<file path="config.mk">
export PLATFORM = sky130hd
export DESIGN_NAME = tlb_unit
export DESIGN_NICKNAME = d
export VERILOG_FILES = /design/src/rtl/tlb_unit.sv
export SDC_FILE = /design/constraint.sdc
export NUM_CORES = 2
export LEC_CHECK = 0
export CAP_MARGIN = 0
export CORE_MARGIN = 8
export CORE_UTILIZATION = 35
export DETAILED_ROUTE_END_ITERATION = 8
export PLACE_DENSITY_LB_ADDON = 0.1
export SKIP_CTS_REPAIR_TIMING = 1
export SLEW_MARGIN = 20
export SYNTH_ARGS = -nofsm -noshare
export SYNTH_HDL_FRONTEND = slang
export SYNTH_SLANG_ARGS = --single-unit
</file>
<file path="constraint.sdc">
create_clock -name clk -period 12.2 [get_ports clk]
set_input_delay 3.05 -clock clk [delete_from_list [all_inputs] [get_ports clk]]
set_output_delay 3.05 -clock clk [all_outputs]
set_load 0.01 [all_outputs]
</file>
<file path="src/rtl/tlb_unit.sv">
//------------------------------------------------------------------------------
// Module   : tlb_unit
// Purpose  : 16-entry fully associative MIPS32 joint TLB. Performs tlbwi/tlbwr
//            writes, combinational tlbr reads and tlbp probes for CP0, and runs
//            two registered (1-cycle) lookup ports: instruction fetch and data.
// Ports    : clk, reset            - clock, synchronous active-high reset
//            inst_tlbwi/inst_tlbwr - write strobes (tlbwi has priority)
//            random_index          - target entry of tlbwr
//            cp0_to_tlb_*          - EntryHi / EntryLo0 / EntryLo1 / Index
//            tlb_to_cp0_*          - probe result and entry readback
//            i_req/i_vaddr         - fetch lookup request
//            i_rsp_valid/i_paddr/i_ex            - fetch lookup result
//            d_req/d_wr/d_vaddr    - data lookup request
//            d_rsp_valid/d_paddr/d_ex/d_cache    - data lookup result
// Revision : 1.0 - initial release
//------------------------------------------------------------------------------
`default_nettype none

module tlb_unit #(
    parameter int TLBNUM = 16,
    parameter int IDX_W  = 4
) (
    input  logic             clk,
    input  logic             reset,
    input  logic             inst_tlbwi,
    input  logic             inst_tlbwr,
    input  logic [IDX_W-1:0] random_index,
    input  logic [18:0]      cp0_to_tlb_vpn2,
    input  logic [7:0]       cp0_to_tlb_asid,
    input  logic [IDX_W-1:0] cp0_to_tlb_index,
    input  logic [19:0]      cp0_to_tlb_pfn0,
    input  logic [2:0]       cp0_to_tlb_c0,
    input  logic             cp0_to_tlb_d0,
    input  logic             cp0_to_tlb_v0,
    input  logic             cp0_to_tlb_g0,
    input  logic [19:0]      cp0_to_tlb_pfn1,
    input  logic [2:0]       cp0_to_tlb_c1,
    input  logic             cp0_to_tlb_d1,
    input  logic             cp0_to_tlb_v1,
    input  logic             cp0_to_tlb_g1,
    output logic             tlb_to_cp0_found,
    output logic [IDX_W-1:0] tlb_to_cp0_index,
    output logic [18:0]      tlb_to_cp0_vpn2,
    output logic [7:0]       tlb_to_cp0_asid,
    output logic [19:0]      tlb_to_cp0_pfn0,
    output logic [2:0]       tlb_to_cp0_c0,
    output logic             tlb_to_cp0_d0,
    output logic             tlb_to_cp0_v0,
    output logic             tlb_to_cp0_g0,
    output logic [19:0]      tlb_to_cp0_pfn1,
    output logic [2:0]       tlb_to_cp0_c1,
    output logic             tlb_to_cp0_d1,
    output logic             tlb_to_cp0_v1,
    output logic             tlb_to_cp0_g1,
    input  logic             i_req,
    input  logic [31:0]      i_vaddr,
    output logic             i_rsp_valid,
    output logic [31:0]      i_paddr,
    output logic [1:0]       i_ex,
    input  logic             d_req,
    input  logic             d_wr,
    input  logic [31:0]      d_vaddr,
    output logic             d_rsp_valid,
    output logic [31:0]      d_paddr,
    output logic [1:0]       d_ex,
    output logic [2:0]       d_cache
);

    typedef struct packed {
        logic [18:0] vpn2;
        logic [7:0]  asid;
        logic        g;
        logic [19:0] pfn0;
        logic [2:0]  c0;
        logic        d0;
        logic        v0;
        logic [19:0] pfn1;
        logic [2:0]  c1;
        logic        d1;
        logic        v1;
    } tlb_entry_t;

    typedef struct packed {
        logic [31:0] paddr;
        logic [1:0]  ex;
    } lookup_t;

    localparam logic [1:0] EX_NONE    = 2'd0;
    localparam logic [1:0] EX_REFILL  = 2'd1;
    localparam logic [1:0] EX_INVALID = 2'd2;
    localparam logic [1:0] EX_MOD     = 2'd3;

    tlb_entry_t tlb_q [TLBNUM];
    tlb_entry_t tlb_d [TLBNUM];

    logic [TLBNUM-1:0] p_match;
    logic [TLBNUM-1:0] i_match;
    logic [TLBNUM-1:0] d_match;
    logic [IDX_W:0]    p_hit;
    logic [IDX_W:0]    i_hit;
    logic [IDX_W:0]    d_hit;

    logic        i_rsp_valid_q, i_rsp_valid_d;
    logic [31:0] i_paddr_q, i_paddr_d;
    logic [1:0]  i_ex_q, i_ex_d;
    logic        d_rsp_valid_q, d_rsp_valid_d;
    logic [31:0] d_paddr_q, d_paddr_d;
    logic [1:0]  d_ex_q, d_ex_d;
    logic [2:0]  d_cache_q, d_cache_d;

    // Lowest matching index wins; result is {hit, index}, index 0 on miss.
    function automatic logic [IDX_W:0] pri_enc(input logic [TLBNUM-1:0] m);
        logic [IDX_W:0] r;
        r = '0;
        for (int k = TLBNUM - 1; k >= 0; k--) begin
            if (m[k]) r = {1'b1, IDX_W'(k)};
        end
        return r;
    endfunction

    function automatic lookup_t lookup(input logic [31:0] va, input logic hit,
                                       input tlb_entry_t e, input logic store);
        lookup_t     r;
        logic [19:0] pfn;
        logic        v;
        logic        d;
        r   = '0;
        pfn = va[12] ? e.pfn1 : e.pfn0;
        v   = va[12] ? e.v1   : e.v0;
        d   = va[12] ? e.d1   : e.d0;
        if (va[31:30] == 2'b10) begin
            r.paddr = {3'b000, va[28:0]};
        end else if (!hit) begin
            r.ex = EX_REFILL;
        end else if (!v) begin
            r.ex = EX_INVALID;
        end else if (store && !d) begin
            r.ex = EX_MOD;
        end else begin
            r.paddr = {pfn, va[11:0]};
        end
        return r;
    endfunction

    // A global entry ignores ASID; matching is done on the stored (pre-write)
    // contents, so a lookup in the write cycle sees the old entry.
    for (genvar gi = 0; gi < TLBNUM; gi++) begin : g_match
        assign p_match[gi] = (tlb_q[gi].vpn2 == cp0_to_tlb_vpn2) &&
                             (tlb_q[gi].g || (tlb_q[gi].asid == cp0_to_tlb_asid));
        assign i_match[gi] = (tlb_q[gi].vpn2 == i_vaddr[31:13]) &&
                             (tlb_q[gi].g || (tlb_q[gi].asid == cp0_to_tlb_asid));
        assign d_match[gi] = (tlb_q[gi].vpn2 == d_vaddr[31:13]) &&
                             (tlb_q[gi].g || (tlb_q[gi].asid == cp0_to_tlb_asid));
    end

    assign p_hit = pri_enc(p_match);
    assign i_hit = pri_enc(i_match);
    assign d_hit = pri_enc(d_match);

    // Entry write: tlbwi takes priority over tlbwr.
    always_comb begin
        logic [IDX_W-1:0] widx;
        tlb_d = tlb_q;
        widx  = inst_tlbwi ? cp0_to_tlb_index : random_index;
        if (inst_tlbwi || inst_tlbwr) begin
            tlb_d[widx].vpn2 = cp0_to_tlb_vpn2;
            tlb_d[widx].asid = cp0_to_tlb_asid;
            tlb_d[widx].g    = cp0_to_tlb_g0 & cp0_to_tlb_g1;
            tlb_d[widx].pfn0 = cp0_to_tlb_pfn0;
            tlb_d[widx].c0   = cp0_to_tlb_c0;
            tlb_d[widx].d0   = cp0_to_tlb_d0;
            tlb_d[widx].v0   = cp0_to_tlb_v0;
            tlb_d[widx].pfn1 = cp0_to_tlb_pfn1;
            tlb_d[widx].c1   = cp0_to_tlb_c1;
            tlb_d[widx].d1   = cp0_to_tlb_d1;
            tlb_d[widx].v1   = cp0_to_tlb_v1;
        end
    end

    // Lookup ports: results hold their previous value when no request.
    always_comb begin
        lookup_t    ir;
        lookup_t    dr;
        tlb_entry_t de;
        de = tlb_q[d_hit[IDX_W-1:0]];
        ir = lookup(i_vaddr, i_hit[IDX_W], tlb_q[i_hit[IDX_W-1:0]], 1'b0);
        dr = lookup(d_vaddr, d_hit[IDX_W], de, d_wr);

        i_rsp_valid_d = i_req;
        i_paddr_d     = i_paddr_q;
        i_ex_d        = i_ex_q;
        d_rsp_valid_d = d_req;
        d_paddr_d     = d_paddr_q;
        d_ex_d        = d_ex_q;
        d_cache_d     = d_cache_q;

        if (i_req) begin
            i_paddr_d = ir.paddr;
            i_ex_d    = ir.ex;
        end
        if (d_req) begin
            d_paddr_d = dr.paddr;
            d_ex_d    = dr.ex;
            if (d_vaddr[31:30] == 2'b10) begin
                d_cache_d = d_vaddr[29] ? 3'd2 : 3'd3;
            end else if (dr.ex != EX_NONE) begin
                d_cache_d = 3'd0;
            end else begin
                d_cache_d = d_vaddr[12] ? de.c1 : de.c0;
            end
        end
    end

    always_ff @(posedge clk) begin
        if (reset) begin
            for (int k = 0; k < TLBNUM; k++) tlb_q[k] <= '0;
            i_rsp_valid_q <= 1'b0;
            i_paddr_q     <= '0;
            i_ex_q        <= '0;
            d_rsp_valid_q <= 1'b0;
            d_paddr_q     <= '0;
            d_ex_q        <= '0;
            d_cache_q     <= '0;
        end else begin
            tlb_q         <= tlb_d;
            i_rsp_valid_q <= i_rsp_valid_d;
            i_paddr_q     <= i_paddr_d;
            i_ex_q        <= i_ex_d;
            d_rsp_valid_q <= d_rsp_valid_d;
            d_paddr_q     <= d_paddr_d;
            d_ex_q        <= d_ex_d;
            d_cache_q     <= d_cache_d;
        end
    end

    assign i_rsp_valid = i_rsp_valid_q;
    assign i_paddr     = i_paddr_q;
    assign i_ex        = i_ex_q;
    assign d_rsp_valid = d_rsp_valid_q;
    assign d_paddr     = d_paddr_q;
    assign d_ex        = d_ex_q;
    assign d_cache     = d_cache_q;

    assign tlb_to_cp0_found = p_hit[IDX_W];
    assign tlb_to_cp0_index = p_hit[IDX_W-1:0];

    // G is stored once, so readback reports it on both halves.
    assign tlb_to_cp0_vpn2 = tlb_q[cp0_to_tlb_index].vpn2;
    assign tlb_to_cp0_asid = tlb_q[cp0_to_tlb_index].asid;
    assign tlb_to_cp0_pfn0 = tlb_q[cp0_to_tlb_index].pfn0;
    assign tlb_to_cp0_c0   = tlb_q[cp0_to_tlb_index].c0;
    assign tlb_to_cp0_d0   = tlb_q[cp0_to_tlb_index].d0;
    assign tlb_to_cp0_v0   = tlb_q[cp0_to_tlb_index].v0;
    assign tlb_to_cp0_g0   = tlb_q[cp0_to_tlb_index].g;
    assign tlb_to_cp0_pfn1 = tlb_q[cp0_to_tlb_index].pfn1;
    assign tlb_to_cp0_c1   = tlb_q[cp0_to_tlb_index].c1;
    assign tlb_to_cp0_d1   = tlb_q[cp0_to_tlb_index].d1;
    assign tlb_to_cp0_v1   = tlb_q[cp0_to_tlb_index].v1;
    assign tlb_to_cp0_g1   = tlb_q[cp0_to_tlb_index].g;

endmodule

`default_nettype wire

</file>
==> impl_metrics.tcl <==
set metrics [dict create \
    drc 0 \
    netlist_area_um2 81500 \
    cp-end-kind "output port" \
    final_cell_mix "nand2_1, a21oi_1, dfxtp_1, xor2_1, xnor2_1" \
    clk_pin_slew_ps 60 \
    cp.required_ps 9150 \
    routedWlPerCell_um 35.3 \
    initial_core_util_pct 35.1 \
    grt_max_degree 185 \
    finalHoldViolCount 0 \
    io_buffers 314 \
    row_count 177 \
    rr_endpoint "d_paddr[31]" \
    drt_iter0_drc 11200 \
    path_class "primary input to output port" \
    syn_to_final_growth_pct 13.3 \
    max-cap-violations 0 \
    final-seq-area_um2 26400 \
    dp_hpwl_um 300000 \
    die_w_um 498 \
    critPathArrivalTime_ps 7430 \
    slew_viol_final 0 \
    antenna_found_initial 53 \
    status "complete, no violations" \
    ys_ff_latch 1321 \
    cts_inserted_buffers 165 \
    clock-root-buffer "clkbuf_16" \
    holdWs_ps 451 \
    synth-seq-area-share_pct 32.5 \
    synth_cell_types 82 \
    first_global_vias 77300 \
    syn-num-nets 10500 \
    fin_setup_tns_ps 0 \
    gr-total-overflow 0 \
    drtPass1Iterations 8 \
    crit_fanout 16 \
    cts.htree.levels 4 \
    grt_setup_unrepaired "false" \
    clock_skew_ps 32.8 \
    final_common_cell "nand2_1" \
    grt_util_all_layers_pct 35.8 \
    drive_above_1_share_pct 10.9 \
    ys_warn_count 0 \
    crit_end "tlb_to_cp0_index[0]" \
    cts_tree "yes" \
    async_flop_share_pct 0 \
    setup_viol 0 \
    grt_pass1_wl_um 643000 \
    post-route-period-util_pct 85.9 \
    num_io_pins 315 \
    r2r_cells 13 \
    hold_path_class "flop to flop" \
    power.density_nw_per_um2 119 \
    worst_slew_pin_slew_ps 1420 \
    synthCells 10400 \
    r2r_setup_slack_ps 5570 \
    place_congestion 1.03 \
    postRouteWirelength_um 469000 \
    synth_area_per_cell_um2 7.85 \
    fin_crit_ps 10480 \
    fillers 23500 \
    slew_headroom_pct 4.77 \
    synth_edf_count 0 \
    core_um2 232000 \
    vias 83200 \
    ant_nets 0 \
    cts_buffer_depth 3 \
    ir_worst_vdd_mv 0.118 \
    cts.sinks 1321 \
    clkLatencyLatePin_ps 830 \
    fin_nets 10200 \
    viasPerCell 6.27 \
    leakage_uw 0.0324 \
    r2r-start "tlb_q[921]" \
    multi_input_area_um2 51100 \
    die_h_um 498 \
    start_kind "primary input" \
    fmax_ghz 0.0954 \
    crit_path_start "cp0_to_tlb_asid[6]" \
    synthFlopType "dfxtp_1" \
    die_area_um2 248000 \
]
==> registers in the layout (all words and copies together), names as in the netlist <==
| register | flops |
|---|---|
| i_rsp_valid | 1 |
| i_ex | 2 |
| d_cache | 3 |
| d_rsp_valid | 1 |
| tlb_q | 1248 |
| i_paddr | 32 |
| d_paddr | 32 |
| d_ex | 2 |
==> power breakdown <==
part,leakage [uW],internal [uW],switching [uW],total (uW)
Sequential,0.0107,4400,132,4530
Clock,0.00273,3000,2140,5150
Combinational,0.0190,418,884,1300
==> worst min path at each step <==
stage,startpoint,to,slack [ps],depth (start not counted)
finish,i_paddr[31],i_paddr[31],450,2
global route,i_paddr[31],i_paddr[31],480,2
CTS,i_paddr[31],i_paddr[31],460,2
detailed placement,i_paddr[31],i_paddr[31],450,2
global placement,i_paddr[31],i_paddr[31],450,2
floorplan,tlb_q[185],tlb_q[185],440,2
==> critical path, cell delays in order <==
cell and delay (ps):
clkdlybuf4s50_1 810, xor2_1 340, nor4_1 340, a21oi_1 270
nor3_1 430, a21oi_1 150, o21ai_0 200, a21oi_1 140
o21ai_0 410, a21oi_1 130, o21ai_0 200, a21oi_1 100
nor2_1 240, clkdlybuf4s50_1 610
==> cells in the mapped netlist (61+ instances only) <==
master	instances	area [um^2]
nand3_1	287	1440
mux4_2	399	8990
xnor2_1	431	3770
a21oi_1	1336	6690
nor4_1	163	1020
dfxtp_1	1321	26400
nand2_1	3362	12600
nor2_1	143	537
a31oi_1	66	413
mux2i_1	300	3000
clkbuf_1	751	2820
buf_1	127	477
xor2_1	609	5330
buf_2	138	691
nor3_1	61	305
nand4_1	155	970
==> cell families after synthesis <==
| logic type | after synthesis | synth area share, % |
|---|---|---|
| flops | 1321 | 32.5 |
| simple gates | 4338 | 22.1 |
| xor+xnor | 1040 | 11.2 |
| buf+inv | 1053 | 5.26 |
| mux | 760 | 15.6 |
| compound gates | 1864 | 13.3 |
==> layout make-up <==
type / instances / area share [%]
multi-input combinational: 8002 / 55.4
sequential: 1321 / 28.6
timing repair buffer: 577 / 5.72
clock buffer: 236 / 5.23
tap: 3043 / 4.12
clock inverter: 62 / 0.772
antenna: 22 / 0.0596
inverter: 12 / 0.0569
==> stage by stage <==
stage	util (%)	total power, uW	instance area (um^2)	std cells	setup WS [ps]
2_1_floorplan	-	5310	81500	10400	3590
3_3_place_gp	37.4	5880	86700	13000	1550
3_5_place_dp	37.4	5890	86700	13000	1820
4_1_cts	39.8	11000	92300	13300	1850
5_1_grt	39.8	11200	92300	13300	1470
6_report	39.8	11000	92300	13300	1720
==> routing by layer <==
layer	part of all wire [%]	wire length [um]	global-route usage, %	vias up
met2	43	201000	54.1	5568
met4	7.5	35200	22.2	32
met1	39	184000	46.1	41200
met3	10	48200	8.49	1427
li1	-	-	-	35000
met5	0.054	253	0.116	-
Note: power is estimated with default switching activity, not from simulation.
